[src/rtl/alu_ctrl_pkg.sv]
// Op-class and control-code tables, FSM encoding and the combinational
// {ALUOp,funct} decoder shared by the ALU control sequencer.
package alu_ctrl_pkg;

  localparam int DEC_FUNCT_W = 10;
  localparam int DEC_ALUOP_W = 3;
  localparam int DEC_CTRL_W  = 4;

  localparam logic [DEC_ALUOP_W-1:0] ALUOP_LOAD   = 3'b000;
  localparam logic [DEC_ALUOP_W-1:0] ALUOP_ITYPE  = 3'b001;
  localparam logic [DEC_ALUOP_W-1:0] ALUOP_STORE  = 3'b010;
  localparam logic [DEC_ALUOP_W-1:0] ALUOP_RTYPE  = 3'b011;
  localparam logic [DEC_ALUOP_W-1:0] ALUOP_BRANCH = 3'b110;

  localparam logic [DEC_CTRL_W-1:0] CTRL_AND     = 4'b0000;
  localparam logic [DEC_CTRL_W-1:0] CTRL_XOR     = 4'b0001;
  localparam logic [DEC_CTRL_W-1:0] CTRL_SLL     = 4'b0010;
  localparam logic [DEC_CTRL_W-1:0] CTRL_ADD     = 4'b0011;
  localparam logic [DEC_CTRL_W-1:0] CTRL_SUB     = 4'b0100;
  localparam logic [DEC_CTRL_W-1:0] CTRL_MUL     = 4'b0101;
  localparam logic [DEC_CTRL_W-1:0] CTRL_ADDI    = 4'b0110;
  localparam logic [DEC_CTRL_W-1:0] CTRL_SRAI    = 4'b0111;
  localparam logic [DEC_CTRL_W-1:0] CTRL_LW      = 4'b1000;
  localparam logic [DEC_CTRL_W-1:0] CTRL_SW      = 4'b1001;
  localparam logic [DEC_CTRL_W-1:0] CTRL_BEQ     = 4'b1010;
  localparam logic [DEC_CTRL_W-1:0] CTRL_OR      = 4'b1011;
  localparam logic [DEC_CTRL_W-1:0] CTRL_DIV     = 4'b1100;
  localparam logic [DEC_CTRL_W-1:0] CTRL_DIVU    = 4'b1101;
  localparam logic [DEC_CTRL_W-1:0] CTRL_REM     = 4'b1110;
  localparam logic [DEC_CTRL_W-1:0] CTRL_REMU    = 4'b1111;
  localparam logic [DEC_CTRL_W-1:0] CTRL_ILLEGAL = 4'b0000;

  typedef enum logic [1:0] {CLS_BASE, CLS_MUL, CLS_DIV} op_cls_e;
  typedef enum logic [1:0] {S_IDLE, S_MUL, S_DIV, S_DONE} state_e;

  typedef struct packed {
    logic                  illegal;
    op_cls_e               cls;
    logic [DEC_CTRL_W-1:0] code;
  } dec_t;

  function automatic dec_t decode_ctrl(input logic [DEC_ALUOP_W-1:0] aluop,
                                       input logic [DEC_FUNCT_W-1:0] funct);
    dec_t d;
    d.illegal = 1'b0;
    d.cls     = CLS_BASE;
    d.code    = CTRL_ILLEGAL;
    case (aluop)
      ALUOP_RTYPE: begin
        case (funct)
          10'b0000000111: d.code = CTRL_AND;
          10'b0000000100: d.code = CTRL_XOR;
          10'b0000000001: d.code = CTRL_SLL;
          10'b0000000000: d.code = CTRL_ADD;
          10'b0100000000: d.code = CTRL_SUB;
          10'b0000000110: d.code = CTRL_OR;
          10'b0000001000: begin d.code = CTRL_MUL;  d.cls = CLS_MUL; end
          10'b0000001100: begin d.code = CTRL_DIV;  d.cls = CLS_DIV; end
          10'b0000001101: begin d.code = CTRL_DIVU; d.cls = CLS_DIV; end
          10'b0000001110: begin d.code = CTRL_REM;  d.cls = CLS_DIV; end
          10'b0000001111: begin d.code = CTRL_REMU; d.cls = CLS_DIV; end
          default:        d.illegal = 1'b1;
        endcase
      end
      // I-type ADDI only looks at funct3; SRAI needs funct7 to tell it from SRLI
      ALUOP_ITYPE: begin
        if (funct[2:0] == 3'b000)           d.code = CTRL_ADDI;
        else if (funct == 10'b0100000101)   d.code = CTRL_SRAI;
        else                                d.illegal = 1'b1;
      end
      ALUOP_LOAD: begin
        if (funct[2:0] == 3'b010) d.code = CTRL_LW;
        else                      d.illegal = 1'b1;
      end
      ALUOP_STORE: begin
        if (funct[2:0] == 3'b010) d.code = CTRL_SW;
        else                      d.illegal = 1'b1;
      end
      ALUOP_BRANCH: begin
        if (funct == 10'b0000001000) d.code = CTRL_BEQ;
        else                         d.illegal = 1'b1;
      end
      default: d.illegal = 1'b1;
    endcase
    return d;
  endfunction

endpackage

[src/rtl/alu_ctrl_cnt.sv]
// Loadable down-counter pacing the multi-cycle MUL/DIV sequence; parks at zero.
module alu_ctrl_cnt #(
  parameter int CNT_W = 6
) (
  input  logic             clk_i,
  input  logic             rst_i,
  input  logic             clr_i,
  input  logic             load_i,
  input  logic [CNT_W-1:0] load_val_i,
  input  logic             en_i,
  output logic             zero_o
);

  logic [CNT_W-1:0] cnt_q, cnt_d;

  always_comb begin
    cnt_d = cnt_q;
    if (clr_i)                         cnt_d = '0;
    else if (load_i)                   cnt_d = load_val_i;
    else if (en_i && (cnt_q != '0))    cnt_d = cnt_q - CNT_W'(1);
  end

  always_ff @(posedge clk_i) begin
    if (!rst_i) cnt_q <= '0;
    else        cnt_q <= cnt_d;
  end

  assign zero_o = (cnt_q == '0);

endmodule

[src/rtl/alu_ctrl_seq.sv]
// Registered ALU/MDU control decoder: single-cycle ops issue next cycle,
// MUL/DIV class ops are sequenced by a down-counter while busy_o stalls upstream.
module alu_ctrl_seq
  import alu_ctrl_pkg::*;
#(
  parameter int FUNCT_W    = 10,
  parameter int ALUOP_W    = 3,
  parameter int CTRL_W     = 4,
  parameter int MUL_CYCLES = 3,
  parameter int DIV_CYCLES = 33,
  parameter int CNT_W      = 6
) (
  input  logic               clk_i,
  input  logic               rst_i,
  input  logic               valid_i,
  input  logic               flush_i,
  input  logic [FUNCT_W-1:0] funct_i,
  input  logic [ALUOP_W-1:0] ALUOp_i,
  output logic [CTRL_W-1:0]  ALUCtrl_o,
  output logic               ctrl_valid_o,
  output logic               mdu_start_o,
  output logic               busy_o,
  output logic               illegal_o
);

  localparam bit               MUL_MULTI = (MUL_CYCLES > 1);
  localparam logic [CNT_W-1:0] MUL_LOAD  = CNT_W'(MUL_MULTI ? MUL_CYCLES - 2 : 0);
  localparam logic [CNT_W-1:0] DIV_LOAD  = CNT_W'(DIV_CYCLES - 2);

  state_e            state_q;
  logic [CTRL_W-1:0] ctrl_q;
  logic              ctrl_valid_q, start_q, busy_q, illegal_q;

  dec_t              dec;
  logic              free, accept, is_mul, is_div;
  logic              cnt_load, cnt_en, cnt_zero;
  logic [CNT_W-1:0]  cnt_load_val;

  always_comb begin
    dec          = decode_ctrl(DEC_ALUOP_W'(ALUOp_i), DEC_FUNCT_W'(funct_i));
    is_mul       = (dec.cls == CLS_MUL) && MUL_MULTI;
    is_div       = (dec.cls == CLS_DIV);
    free         = (state_q == S_IDLE) || (state_q == S_DONE);
    accept       = free && valid_i && !flush_i;
    cnt_load     = accept && (is_mul || is_div);
    cnt_load_val = is_mul ? MUL_LOAD : DIV_LOAD;
    cnt_en       = (state_q == S_MUL) || (state_q == S_DIV);
  end

  alu_ctrl_cnt #(.CNT_W(CNT_W)) u_cnt (
    .clk_i      (clk_i),
    .rst_i      (rst_i),
    .clr_i      (flush_i),
    .load_i     (cnt_load),
    .load_val_i (cnt_load_val),
    .en_i       (cnt_en),
    .zero_o     (cnt_zero)
  );

  always_ff @(posedge clk_i) begin
    if (!rst_i) begin
      state_q      <= S_IDLE;
      ctrl_q       <= '0;
      ctrl_valid_q <= 1'b0;
      start_q      <= 1'b0;
      busy_q       <= 1'b0;
      illegal_q    <= 1'b0;
    end else if (flush_i) begin
      // The killed op never produces a DONE pulse; ALUCtrl_o keeps its last value
      state_q      <= S_IDLE;
      ctrl_valid_q <= 1'b0;
      start_q      <= 1'b0;
      busy_q       <= 1'b0;
      illegal_q    <= 1'b0;
    end else begin
      start_q      <= 1'b0;
      ctrl_valid_q <= 1'b0;
      illegal_q    <= 1'b0;
      case (state_q)
        S_IDLE, S_DONE: begin
          state_q <= S_IDLE;
          busy_q  <= 1'b0;
          if (valid_i) begin
            ctrl_q <= CTRL_W'(dec.code);
            if (is_mul || is_div) begin
              start_q <= 1'b1;
              busy_q  <= 1'b1;
              state_q <= is_mul ? S_MUL : S_DIV;
            end else begin
              ctrl_valid_q <= 1'b1;
              illegal_q    <= dec.illegal;
            end
          end
        end
        S_MUL, S_DIV: begin
          if (cnt_zero) begin
            state_q      <= S_DONE;
            busy_q       <= 1'b0;
            ctrl_valid_q <= 1'b1;
          end
        end
        default: state_q <= S_IDLE;
      endcase
    end
  end

  assign ALUCtrl_o    = ctrl_q;
  assign ctrl_valid_o = ctrl_valid_q;
  assign mdu_start_o  = start_q;
  assign busy_o       = busy_q;
  assign illegal_o    = illegal_q;

endmodule
[config.mk]
export PLATFORM = sky130hd
export DESIGN_NAME = alu_ctrl_seq
export DESIGN_NICKNAME = d
export VERILOG_FILES = /design/src/rtl/alu_ctrl_pkg.sv /design/src/rtl/alu_ctrl_cnt.sv /design/src/rtl/alu_ctrl_seq.sv
export SDC_FILE = /design/constraint.sdc
export NUM_CORES = 1
export LEC_CHECK = 0
export ABC_CLOCK_PERIOD_IN_PS = 1600
export CORE_UTILIZATION = 38
export DETAILED_ROUTE_END_ITERATION = 6
export PLACE_DENSITY_LB_ADDON = 0.25
export RECOVER_POWER = 50
export SLEW_MARGIN = 0
export SYNTH_ARGS = -nofsm -noshare
export SYNTH_HDL_FRONTEND = slang
export SYNTH_SLANG_ARGS = --single-unit
[constraint.sdc]
create_clock -name clk_i -period 1.6 [get_ports clk_i]
set_input_delay 0.16 -clock clk_i [delete_from_list [all_inputs] [get_ports clk_i]]
set_output_delay 0.16 -clock clk_i [all_outputs]
set_load 0.03 [all_outputs]
# [Word-level counts from Yosys, hierarchy flattened]
# Index checks and enable logic that the tools add are counted.
[classes] addsub=1 n_eq_ne=22 n_mux=31 n_bitwise=4 n_reduce_logical=24
[ops] op="equality test 10 x 4 -> 1 bit (second input constant)" n=5
[ops] op="one-hot mux 4 bit (10 select lines)" n=1
[ops] op="equality test 10 x 3 -> 1 bit (second input constant)" n=3
[ops] op="equality test 10 x 9 -> 1 bit (second input constant)" n=2
[ops] op="one-hot mux 4 bit (5 select lines)" n=1
[ops] op="2-to-1 mux 4 bit" n=3
[ops] op="2-to-1 mux 6 bit" n=2
[ops] op="2-to-1 mux 1 bit" n=11
[ops] op="OR reduction 11 bit" n=1
[ops] op="equality test 10 x 1 -> 1 bit (second input constant)" n=1
[ops] op="zero test 10 bit" n=1
[ops] op="2-to-1 mux 2 bit" n=5
[ops] op="equality test 3 x 2 -> 1 bit (second input constant)" n=3
[ops] op="one-hot mux 2 bit (2 select lines)" n=2
[ops] op="OR reduction 2 bit" n=4
[ops] op="equality test 2 bit (second input constant)" n=3
[ops] op="zero test 3 bit" n=2
[ops] op="zero test 6 bit" n=1
[ops] op="2-to-1 mux 3 bit" n=2
[ops] op="nonzero test 6 bit" n=1
[ops] op="subtractor 6 x 1 -> 6 bit (second input constant)" n=1
[ops] op="2-to-1 mux 5 bit" n=1
[ops] op="OR reduction 5 bit" n=1
[ops] op="equality test 2 x 1 -> 1 bit (second input constant)" n=2
[ops] op="14 further kinds" n=23
[word_totals] regBits=16 input_bits=17 out_inout_bits=8 wordCells=89

# [Longest topological paths before layout]
# Gate-level depths: netlist of the first run.
[depth] depth_word=9 depth_mapped=10

# [By module]
# A second synthesis of the first run with hierarchy kept.
[hier_totals] hier_cells=154 area_unflattened_um2=1184.9
[by_module_without_submodules] mod="alu_ctrl_seq" instances=1 cells_each=112 area_per_inst_um2=814.5 seq_area_each_um2=200.2
[by_module_without_submodules] mod="alu_ctrl_cnt" instances=1 cells_each=42 area_per_inst_um2=370.4 seq_area_each_um2=120.1

# [Worst setup path before layout of the first run]
# Ideal clock, no wire load.
[synth_timing] path_type="input-to-reg" startpoint="input port funct_i[5]" endpoint="register u_cnt.cnt_q[1]" arrival_ps=1621 required_time_ps=1472 setup_slack_ps=-149 cell_stages=7 path_buffers=0 path_cell_list="nor4_1 > nand3_1 > nor2_1 > ha_1 > nand2b_1 > o211ai_1 > a21oi_1"
[synth_via] elab_chain_len=8 word_cells_on_any_way=15 cone_classes="7 x eq/ne; 4 x mux; 4 x reduce/logical"
[synth_lines] element="start: declaration" line="alu_ctrl_seq.sv:17" source="input logic [FUNCT_W-1:0] funct_i,"
[synth_lines] element="equality test 10 x 4 -> 1 bit" line="alu_ctrl_pkg.sv:50" source="case (funct)"
[synth_lines] element="OR reduction 4 bit (no source line)"
[synth_lines] element="one-hot mux 2 bit (2 select lines) *" line="alu_ctrl_pkg.sv:50"
[synth_lines] element="2-to-1 mux 2 bit *" line="alu_ctrl_pkg.sv:48" source="case (aluop)"
[synth_lines] element="equality test 2 x 1 -> 1 bit or equality test 2 bit (tied branches)" line="alu_ctrl_seq.sv:41, alu_ctrl_seq.sv:42"
[synth_lines] element="logical OR 1 bit" line="alu_ctrl_seq.sv:45" source="cnt_load = accept && (is_mul || is_div);"
[synth_lines] element="logical AND 1 bit" line="alu_ctrl_seq.sv:45"
[synth_lines] element="2-to-1 mux 6 bit or nonzero test 2 bit (tied branches)"
[synth_lines] element="end signal: assignment" line="alu_ctrl_cnt.sv:25" source="else cnt_q <= cnt_d;"
[synth_lines] element="end: declaration" line="alu_ctrl_cnt.sv:14" source="logic [CNT_W-1:0] cnt_q, cnt_d;"
# Every way passes the cells marked *; elsewhere a longest branch is shown, timed or not.
# A chain may end at the register's enable or synchronous reset.

# [Final worst setup path of the first run]
[layout_timing] startpoint="input port funct_i[3]" endpoint="register ctrl_q[1] (netlist: ALUCtrl_o[1])"
[layout_via] elab_chain_len=4 word_cells_on_any_way=16 cone_classes="10 x eq/ne; 5 x mux; 1 x reduce/logical"
[layout_lines] element="parallel branches: the longest is 3 deep, another holds equality test 10 x 4 -> 1 bit"
[layout_lines] element="one-hot mux 4 bit (5 select lines) *" line="alu_ctrl_pkg.sv:48"
[layout_lines] element="end signal: assignment" line="alu_ctrl_seq.sv:84" source="ctrl_q <= CTRL_W'(dec.code);"
[layout_lines] element="end: declaration" line="alu_ctrl_seq.sv:31" source="logic [CTRL_W-1:0] ctrl_q;"
# Mark *: on every way between the ends.

==> results of run 1 <==
[worst max-delay path, delay by kind of cell]
| kind | cells | cell delay [ns] |
|---|---|---|
| AO/OA/AOI/OAI | 3 | 0.43 |
| AND/OR/NAND/NOR | 2 | 0.44 |
| buffers and inverters | 2 | 0.73 |
[layout make-up]
cell class / instances / area (um^2)
Fill cell: 246 / 956
Inverter: 8 / 30.0
Clock buffer: 4 / 36.3
Multi-Input combinational cell: 120 / 850
Timing Repair Buffer: 64 / 526
Sequential cell: 16 / 322
Tap cell: 31 / 38.8
[state kept, by name, indices dropped and copies added (netlist names)]
register / count
mdu_start_o: 1
u_cnt.cnt_q: 6
ALUCtrl_o: 4
busy_o: 1
illegal_o: 1
ctrl_valid_o: 1
state_q: 2
[power breakdown]
part / switching (mW) / internal [mW]
combinational: 0.0890 / 0.0906
sequential: 0.000579 / 0.400
clock: 0.131 / 0.139
[layer usage]
| metal | part of all wire [%] | wire [um] | up-vias |
|---|---|---|---|
| met4 | 2.7 | 92 | 0 |
| met2 | 54 | 1830 | 30 |
| met1 | 40 | 1360 | 638 |
| li1 | - | - | 665 |
| met3 | 2.5 | 86 | 9 |
| met5 | 0 | 0 | - |
[through the flow]
| step | hold slack, ns | setup slack, ns | utilization (%) | instance area, um^2 | power, mW |
|---|---|---|---|---|---|
| after detailed placement | 0.487 | -0.620 | 58.1 | 1600 | 0.583 |
| after floorplan | 0.263 | 0.0154 | - | 1130 | 0.480 |
| after global placement | 0.471 | -0.492 | 58.1 | 1600 | 0.579 |
| after CTS | 0.314 | 0.00951 | 63.1 | 1740 | 0.853 |
| after global routing | 0.323 | 0.00855 | 65.3 | 1800 | 0.887 |
| final | 0.329 | 0.0762 | 65.3 | 1800 | 0.851 |
[cells in the mapped netlist, types with 2 or more instances]
cell,number,area (um^2)
nor2_1,17,63.8
dfxtp_1,16,320
nand2_1,12,45.0
o21ai_0,10,50.1
a21oi_1,9,45.0
inv_1,8,30.0
a31oi_1,7,43.8
nand3_1,7,35.0
nor3_1,7,35.0
nand2b_1,6,37.5
clkbuf_1,5,18.8
xor2_1,5,43.8
and3_1,4,25.0
buf_2,4,20.0
ha_1,4,50.1
a211oi_1,3,22.5
nor4_1,3,18.8
a311oi_1,2,17.5
or3_1,2,12.5
xnor2_1,2,17.5
[worst paths after layout]
path           startpoint        endpoint  slack (ns)  cells after the start
min            ALUOp_i[0]    ALUCtrl_o[3]        0.33                      3
max reg2reg    state_q[1]  u_cnt.cnt_q[1]        0.13                      4
max            funct_i[3]    ALUCtrl_o[1]        0.08                      7
min reg2reg  ALUCtrl_o[2]    ALUCtrl_o[2]        0.50                      2
[cell families (layout without fill, tap and decap cells)]
logic type                 after synthesis  in the layout  synth area share [%]
xor gates and xnor gates                 7              7                  5.50
AOI/OAI and AO/OA                       40             40                  22.4
and+or+nand+nor                         69             69                  32.2
adders and majority gates                4              4                  4.49
buffers and inverters                   18             76                  6.62
DFF                                     16             16                  28.7
[repair_timing]
action                                 in CTS  in global routing
endpoints found under the hold margin       0                  0
setup endpoints to repair                  14                 10
pin swaps                                  12                 10
hold buffers                                0                  0
buffers inserted                            6                  3
resized for setup                          23                 17
==> flow_summary.ini, run 1 <==
[clock_network]
path_clk_slew_ns = 0.09
cts-root-buf = clkbuf_4
clk_latency_ns = 0.29
ctsHtreeMaxLevel = 1
numCtsBuffers = 3
cts_max_path_buffers = 2
clkSinkCount = 16
cts_tree = done

[timing]
skew_ns = 0.00282
max_slew_margin_pct = 77.7
tightestPinTransition_ns = 0.332
hold_violations = 0
fmax_ghz = 0.656
drv_slew = 0
setup_viol = 0
post-route-period-util_pct = 95.2
fin_crit_ns = 1.52
fin_setup_tns_ns = 0
rsz0062_at_grt = no

[setup_path]
critPathSlowestCell = clkdlybuf4s50_1
critPathArrivalTime_ns = 1.77
start_kind = primary input
critPathRequiredTime_ns = 1.85
end_kind = flop
path_max_fanout = 12
critPathKind = in -> reg
slowest_delay_ns = 0.51
crit_chain = clkdlybuf4s50_1 -> buf_4 -> nand4b_1 -> or2_0 -> o32ai_2 -> o21ai_1 -> a21bo_1

[finish]
final_cells = 243
antenna_cells = 0
final_cell_mix = 40 x buf_4, 15 x dfxtp_1, 14 x nor2_1, 11 x nand2_1, 10 x o21ai_0
area_growth_pct = 61.6
layout.cells.most_common = buf_4
fin_nets = 234
drive_gt1_share_pct = 33.5

[floorplanning]
dieArea_um2 = 3150
core-area_um2 = 2760
die_w_um = 56.2
initial_utilization_pct = 40.4
row_count = 19
boundaryPins = 25
die_y_um = 56.2

[synthesis]
synth-seq-cells = 16
synthCells = 154
async_flop_share_pct = 0
syn_avg_cell_area_um2 = 7.24
synth_seq_area_share_pct = 28.7
syn_area_um2 = 1110
synthesis.nets = 175
yosys.cell_types.count = 41
synth_flop_cell = dfxtp_1
synth_edf_count = 0
yosysWarnings = 0

[place]
finalWeightedCongestion = 0.887
dpl.cell_count = 230
numPortBuffers = 24
dp_hpwl_um = 2490

[grt]
grt_pass1_vias = 1325
busiest_layer = met2
gr-usage-met2_pct = 43.7
grt_pass1_wl_um = 5690
grt_max_degree = 13
track_usage_pct = 22.8
antenna_found_initial = 0
use_met1_pct = 24.6
grt.overflow.total = 0
globalRouteMet3Util_pct = 3.49

[run]
max_cap_viol_count = 0

[power_and_ir_drop]
pwr_density_cell_nw_per_um2 = 472
vdd_drop_max_mv = 0.497
leakage_nw = 0.773

[route]
vias = 1342
ant_nets = 0
routed_via_density = 5.52
wl_per_cell_um = 13.9
drt_first_pass_iters = 4
drtIter0Drc = 45
wirelength_um = 3380
drc_errors = 0

[run_status]
outcome = completed

[worst_hold_path]
worstHoldPathType = in -> reg
Power figures use the tool's default switching activity.
==> inputs of run 2 (changes only) <==
--- a/config.mk
+++ b/config.mk
@@ -6,7 +6,7 @@
 export NUM_CORES = 1
 export LEC_CHECK = 0
 export ABC_CLOCK_PERIOD_IN_PS = 1600
-export CORE_UTILIZATION = 38
+export CORE_UTILIZATION = 45
 export DETAILED_ROUTE_END_ITERATION = 6
 export PLACE_DENSITY_LB_ADDON = 0.25
 export RECOVER_POWER = 50
==> run 2 against run 1 <==
Routed wire length fell by 3.6%. First-iteration DRC count fell by 44%. Via count fell by 0.67%. Fmax fell by 2.4%. Flip-flop and latch count did not move. Die area fell by 15%. Critical path depth rose by 3. Combinational power fell by 4%. Hold slack got worse by 0.016 ns. Critical path type unchanged. Critical endpoint unchanged. Highest routed layer unchanged.
==> flow_summary.ini, run 2 (same netlist as run 1, synthesis figures left out) <==
[place]
dp_hpwl_um = 2360
numPortBuffers = 24
finalWeightedCongestion = 0.880
dp_slack_ns = -0.539

[floorplanning]
die_y_um = 51.8
dieArea_um2 = 2680
core-area_um2 = 2280
die_w_um = 51.8
boundaryPins = 25
row_count = 17
initial_utilization_pct = 49.0

[setup_path]
end_kind = flop
critPathKind = in -> reg
path_max_fanout = 3
r2r-end = u_cnt.cnt_q[1]
r2r-start = state_q[1]
reg2regPathDepth = 4
ff2ff_setup_slack_ns = 0.13
start_kind = primary input
critPathRequiredTime_ns = 1.85
critPathArrivalTime_ns = 1.81

[finish]
nFillCells = 171
layout.cells.most_common = buf_4
largest_reg_flops = 6
regMostFlops = u_cnt.cnt_q
antenna_cells = 0
area_growth_pct = 57.7
final_util_pct = 77.2
final_cell_mix = 31 x buf_4, 15 x dfxtp_1, 13 x nor2_1, 11 x nand2_1, 10 x o21ai_0
drive_gt1_share_pct = 29.4
fin_nets = 226

[clock_network]
cts_max_path_buffers = 2
clkSinkCount = 16
cts-root-buf = clkbuf_4
clk_latency_ns = 0.30
cts_tree = done
numCtsBuffers = 3
ctsHtreeMaxLevel = 1
path_clk_slew_ns = 0.09
ctsHoldBuffers = 0

[run_status]
outcome = completed

[timing]
drv_slew = 0
skew_ns = 0.00398
fin_ws_ns = 0.0381
hold_violations = 0
fmax_ghz = 0.640
setup_viol = 0
post-route-period-util_pct = 97.6
tightestPinTransition_ns = 0.343
fin_crit_ns = 1.56
max_slew_margin_pct = 76.9

[route]
routed_via_density = 5.75
vias = 1333
ant_nets = 0
wirelength_um = 3260
wl_per_cell_um = 14.0
drtIter0Drc = 25
drt_first_pass_iters = 4
drc_errors = 0

[power_and_ir_drop]
p_switching_mw = 0.223
power_mw = 0.847
swShare_pct = 26.4
clkPwrFrac_pct = 32.4
vdd_drop_max_mv = 0.589
seq_power_share_pct = 47.3
leakage_nw = 0.727
p_comb_share_pct = 20.3
pwr_density_cell_nw_per_um2 = 482
cell_internal_pwr_mw = 0.623

[run]
max_cap_viol_count = 0

[worst_hold_path]
hold_end = ALUCtrl_o[3]
min_path_cells = 3
hp-start = ALUOp_i[0]
worstHoldPathType = in -> reg

[grt]
grt_max_degree = 13
antenna_found_initial = 0
track_usage_pct = 25.3
grt.overflow.total = 0
grt_pass1_vias = 1272
grt_pass1_wl_um = 5090
## run 2: cell types whose count changed in the layout (fill, tap and decap cells not counted), moves of 2 or more
cell,delta
buf_4,-9
clkdlybuf4s50_1,+2
clkbuf_2,-3
clkdlybuf4s15_1,+2
## run 2: power by group through the flow
stage | Combinational [mW] | Clock [mW] | Sequential (mW)
CTS | 0.165 | 0.268 | 0.401
detailed placement | 0.165 | 0 | 0.410
floorplan | 0.0650 | 0 | 0.415
global placement | 0.161 | 0 | 0.410
finish | 0.172 | 0.274 | 0.401
global route | 0.186 | 0.297 | 0.401
## run 2: metal layers
metal	wire, um	track usage [%]
met1	1300	26.0
met2	1710	47.0
met3	145	5.85
met4	93	13.5
met5	0	0
## run 2: how the worst max path moves through the flow
stage | start | end | slack [ns]
final | funct_i[8] | ALUCtrl_o[1] | 0.04
after global routing | funct_i[6] | u_cnt.cnt_q[1] | -0.01
after CTS | funct_i[8] | u_cnt.cnt_q[1] | 0.002
after detailed placement | funct_i[5] | u_cnt.cnt_q[1] | -0.54
after global placement | funct_i[5] | u_cnt.cnt_q[1] | -0.49
after floorplan | funct_i[5] | u_cnt.cnt_q[1] | 0.02
## run 2: through the flow
| stage | hold slack, ns | cells | instance area (um^2) | TNS (ns) |
|---|---|---|---|---|
| 3_5_place_dp | 0.476 | 224 | 1580 | -6.95 |
| 3_3_place_gp | 0.477 | 224 | 1580 | -6.29 |
| 5_1_grt | 0.334 | 232 | 1760 | -0.0199 |
| 4_1_cts | 0.319 | 231 | 1690 | 0 |
| 2_1_floorplan | 0.263 | 154 | 1130 | 0 |
| 6_report | 0.313 | 232 | 1760 | 0 |
## run 2: area by class of cell
cell class	count	area, um^2	share of cell area, %
multi-input cells	120	845	48.0
flip-flops and latches	16	322	18.3
inverters	8	30.0	1.71
well taps	28	35.0	1.99
repair buffers	56	490	27.9
clock buffers	4	36.3	2.06
## run 2: repair_timing
| item | 4_1_cts | 5_1_grt |
|---|---|---|
| resized for setup | 21 | 13 |
| pin swaps | 11 | 10 |
| setup endpoints to repair | 15 | 9 |
| setup buffers | 3 | 1 |
## run 2: worst max-delay path, stage by stage
cell and delay [ns]:
clkdlybuf4s50_1 0.47, nor2_4 0.14, nand3_2 0.12, buf_4 0.16, buf_4 0.12, buf_4 0.12, buf_4 0.13, nor2_1 0.14
o21ai_1 0.08, a21bo_1 0.18
==> inputs of run 3 (changes only) <==
--- a/config.mk
+++ b/config.mk
@@ -5,8 +5,8 @@
 export SDC_FILE = /design/constraint.sdc
 export NUM_CORES = 1
 export LEC_CHECK = 0
-export ABC_CLOCK_PERIOD_IN_PS = 1600
-export CORE_UTILIZATION = 45
+export ABC_CLOCK_PERIOD_IN_PS = 1550
+export CORE_UTILIZATION = 49
 export DETAILED_ROUTE_END_ITERATION = 6
 export PLACE_DENSITY_LB_ADDON = 0.25
 export RECOVER_POWER = 50
==> constraint.sdc (replaced) <==
create_clock -name clk_i -period 1.55 [get_ports clk_i]
set_input_delay 0.155 -clock clk_i [delete_from_list [all_inputs] [get_ports clk_i]]
set_output_delay 0.155 -clock clk_i [all_outputs]
set_load 0.03 [all_outputs]
==> run 3 against run 2 <==
Flip-flop and latch count stayed put. Total power grew 7.5%. The flow now finishes with violations (negative setup slack). Sequential power rose by 3%.
==> flow_summary.ini, run 3 (same netlist as run 1, synthesis figures left out) <==
[power_and_ir_drop]
cell_internal_pwr_mw = 0.655
p_comb_share_pct = 22.6
p_switching_mw = 0.255
pwr_density_cell_nw_per_um2 = 498
seq_power_share_pct = 45.5
power_mw = 0.910
leakage_nw = 0.735
clkPwrFrac_pct = 31.9
vdd_drop_max_mv = 0.659
swShare_pct = 28.0

[grt]
grt_max_degree = 10
grt.overflow.total = 0
track_usage_pct = 35.1
grt_pass1_vias = 1471
antenna_found_initial = 0
grt_pass1_wl_um = 6590

[floorplanning]
die_y_um = 49.7
die_w_um = 49.7
boundaryPins = 25
initial_utilization_pct = 54.6
core-area_um2 = 2040
dieArea_um2 = 2470
row_count = 16

[run]
max_cap_viol_count = 0

[timing]
fin_ws_ns = -0.136
hold_violations = 0
setup_viol = 3
max_slew_margin_pct = 69.7
drv_slew = 0
tightestPinTransition_ns = 0.451
skew_ns = 0.00656
rsz0062_at_grt = yes
post-route-period-util_pct = 109
fmax_ghz = 0.593
fin_crit_ns = 1.69

[setup_path]
critPathArrivalTime_ns = 1.87
critPathKind = reg -> reg
path_max_fanout = 3
end_kind = flop
critPathRequiredTime_ns = 1.74
start_kind = flop

[clock_network]
path_clk_slew_ns = 0.10
cts-root-buf = clkbuf_4
ctsHtreeMaxLevel = 1
clk_latency_ns = 0.30
cts_max_path_buffers = 2
clkSinkCount = 16
ctsHoldBuffers = 0
numCtsBuffers = 3
cts_tree = done

[finish]
fin_nets = 235
nFillCells = 107
final_cell_mix = 41 x buf_4, 14 x nor2_1, 12 x dfxtp_1, 12 x clkdlybuf4s50_1, 11 x nand2_1
largest_reg_flops = 6
drive_gt1_share_pct = 37.1
regMostFlops = u_cnt.cnt_q
layout.cells.most_common = buf_4
antenna_cells = 0
area_growth_pct = 63.9
final_util_pct = 89.5

[route]
drtIter0Drc = 76
vias = 1482
drc_errors = 0
routed_via_density = 6.18
wl_per_cell_um = 17.9
ant_nets = 0
wirelength_um = 4310
drt_first_pass_iters = 5

[place]
dp_slack_ns = -0.639
numPortBuffers = 24
dp_hpwl_um = 2810
finalWeightedCongestion = 0.893

[run_status]
outcome = complete, but fails checks
violations = negative setup slack

[worst_hold_path]
worstHoldPathType = in -> reg
==> run 3: critical path: stages (launching register included) <==
cell,delay (ns)
dfxtp_2,0.35
xor2_2,0.21
nor3_1,0.38
buf_4,0.19
nand3_1,0.11
o31ai_1,0.33
==> run 3: area by class of cell <==
| cell class | instances | area, um^2 | share of cell area (%) |
|---|---|---|---|
| multi-input cells | 120 | 877 | 48.0 |
| repair buffers | 65 | 524 | 28.7 |
| flip-flops and latches | 16 | 325 | 17.8 |
| clock buffers | 4 | 36.3 | 1.99 |
| well taps | 27 | 33.8 | 1.85 |
| inverters | 8 | 30.0 | 1.64 |
==> run 3: through the flow <==
stage / hold slack [ns] / std cells / setup TNS, ns / area [um^2]
2_1_floorplan: 0.258 / 154 / 0 / 1170
3_3_place_gp: 0.469 / 230 / -6.41 / 1660
3_5_place_dp: 0.488 / 230 / -8.09 / 1660
4_1_cts: 0.332 / 239 / 0 / 1770
5_1_grt: 0.382 / 240 / -0.186 / 1830
6_report: 0.375 / 240 / -0.162 / 1830
==> run 3: timing repair <==
item | in CTS | in global routing
buffers inserted | 5 | 1
endpoints found under the setup margin | 16 | 13
pin swaps | 12 | 6
resized for setup | 30 | 17
cloned | 0 | 0
==> run 3: metal layers <==
metal	vias to the layer above	track usage, %	wire (um)	share of wire [%]
met5	-	0	0	0
met2	95	63.1	2190	51
met1	693	41.6	1670	39
met4	0	11.9	122	2.8
met3	21	5.86	323	7.5
li1	673	-	-	-
==> run 3: power by group through the flow <==
stage	Sequential, mW	Clock, mW	Combinational (mW)
2_1_floorplan	0.428	0	0.0688
3_3_place_gp	0.423	0	0.183
3_5_place_dp	0.424	0	0.189
4_1_cts	0.414	0.291	0.192
5_1_grt	0.414	0.304	0.216
6_report	0.414	0.291	0.206
==> run 3: final timing paths <==
kind | from | endpoint | slack (ns) | depth (start not counted)
max | state_q[1] | ALUCtrl_o[3] | -0.14 | 5
min | ALUOp_i[0] | ALUCtrl_o[3] | 0.37 | 3
max reg2reg | state_q[1] | ALUCtrl_o[3] | -0.14 | 5
min reg2reg | ALUCtrl_o[2] | ALUCtrl_o[2] | 0.50 | 2
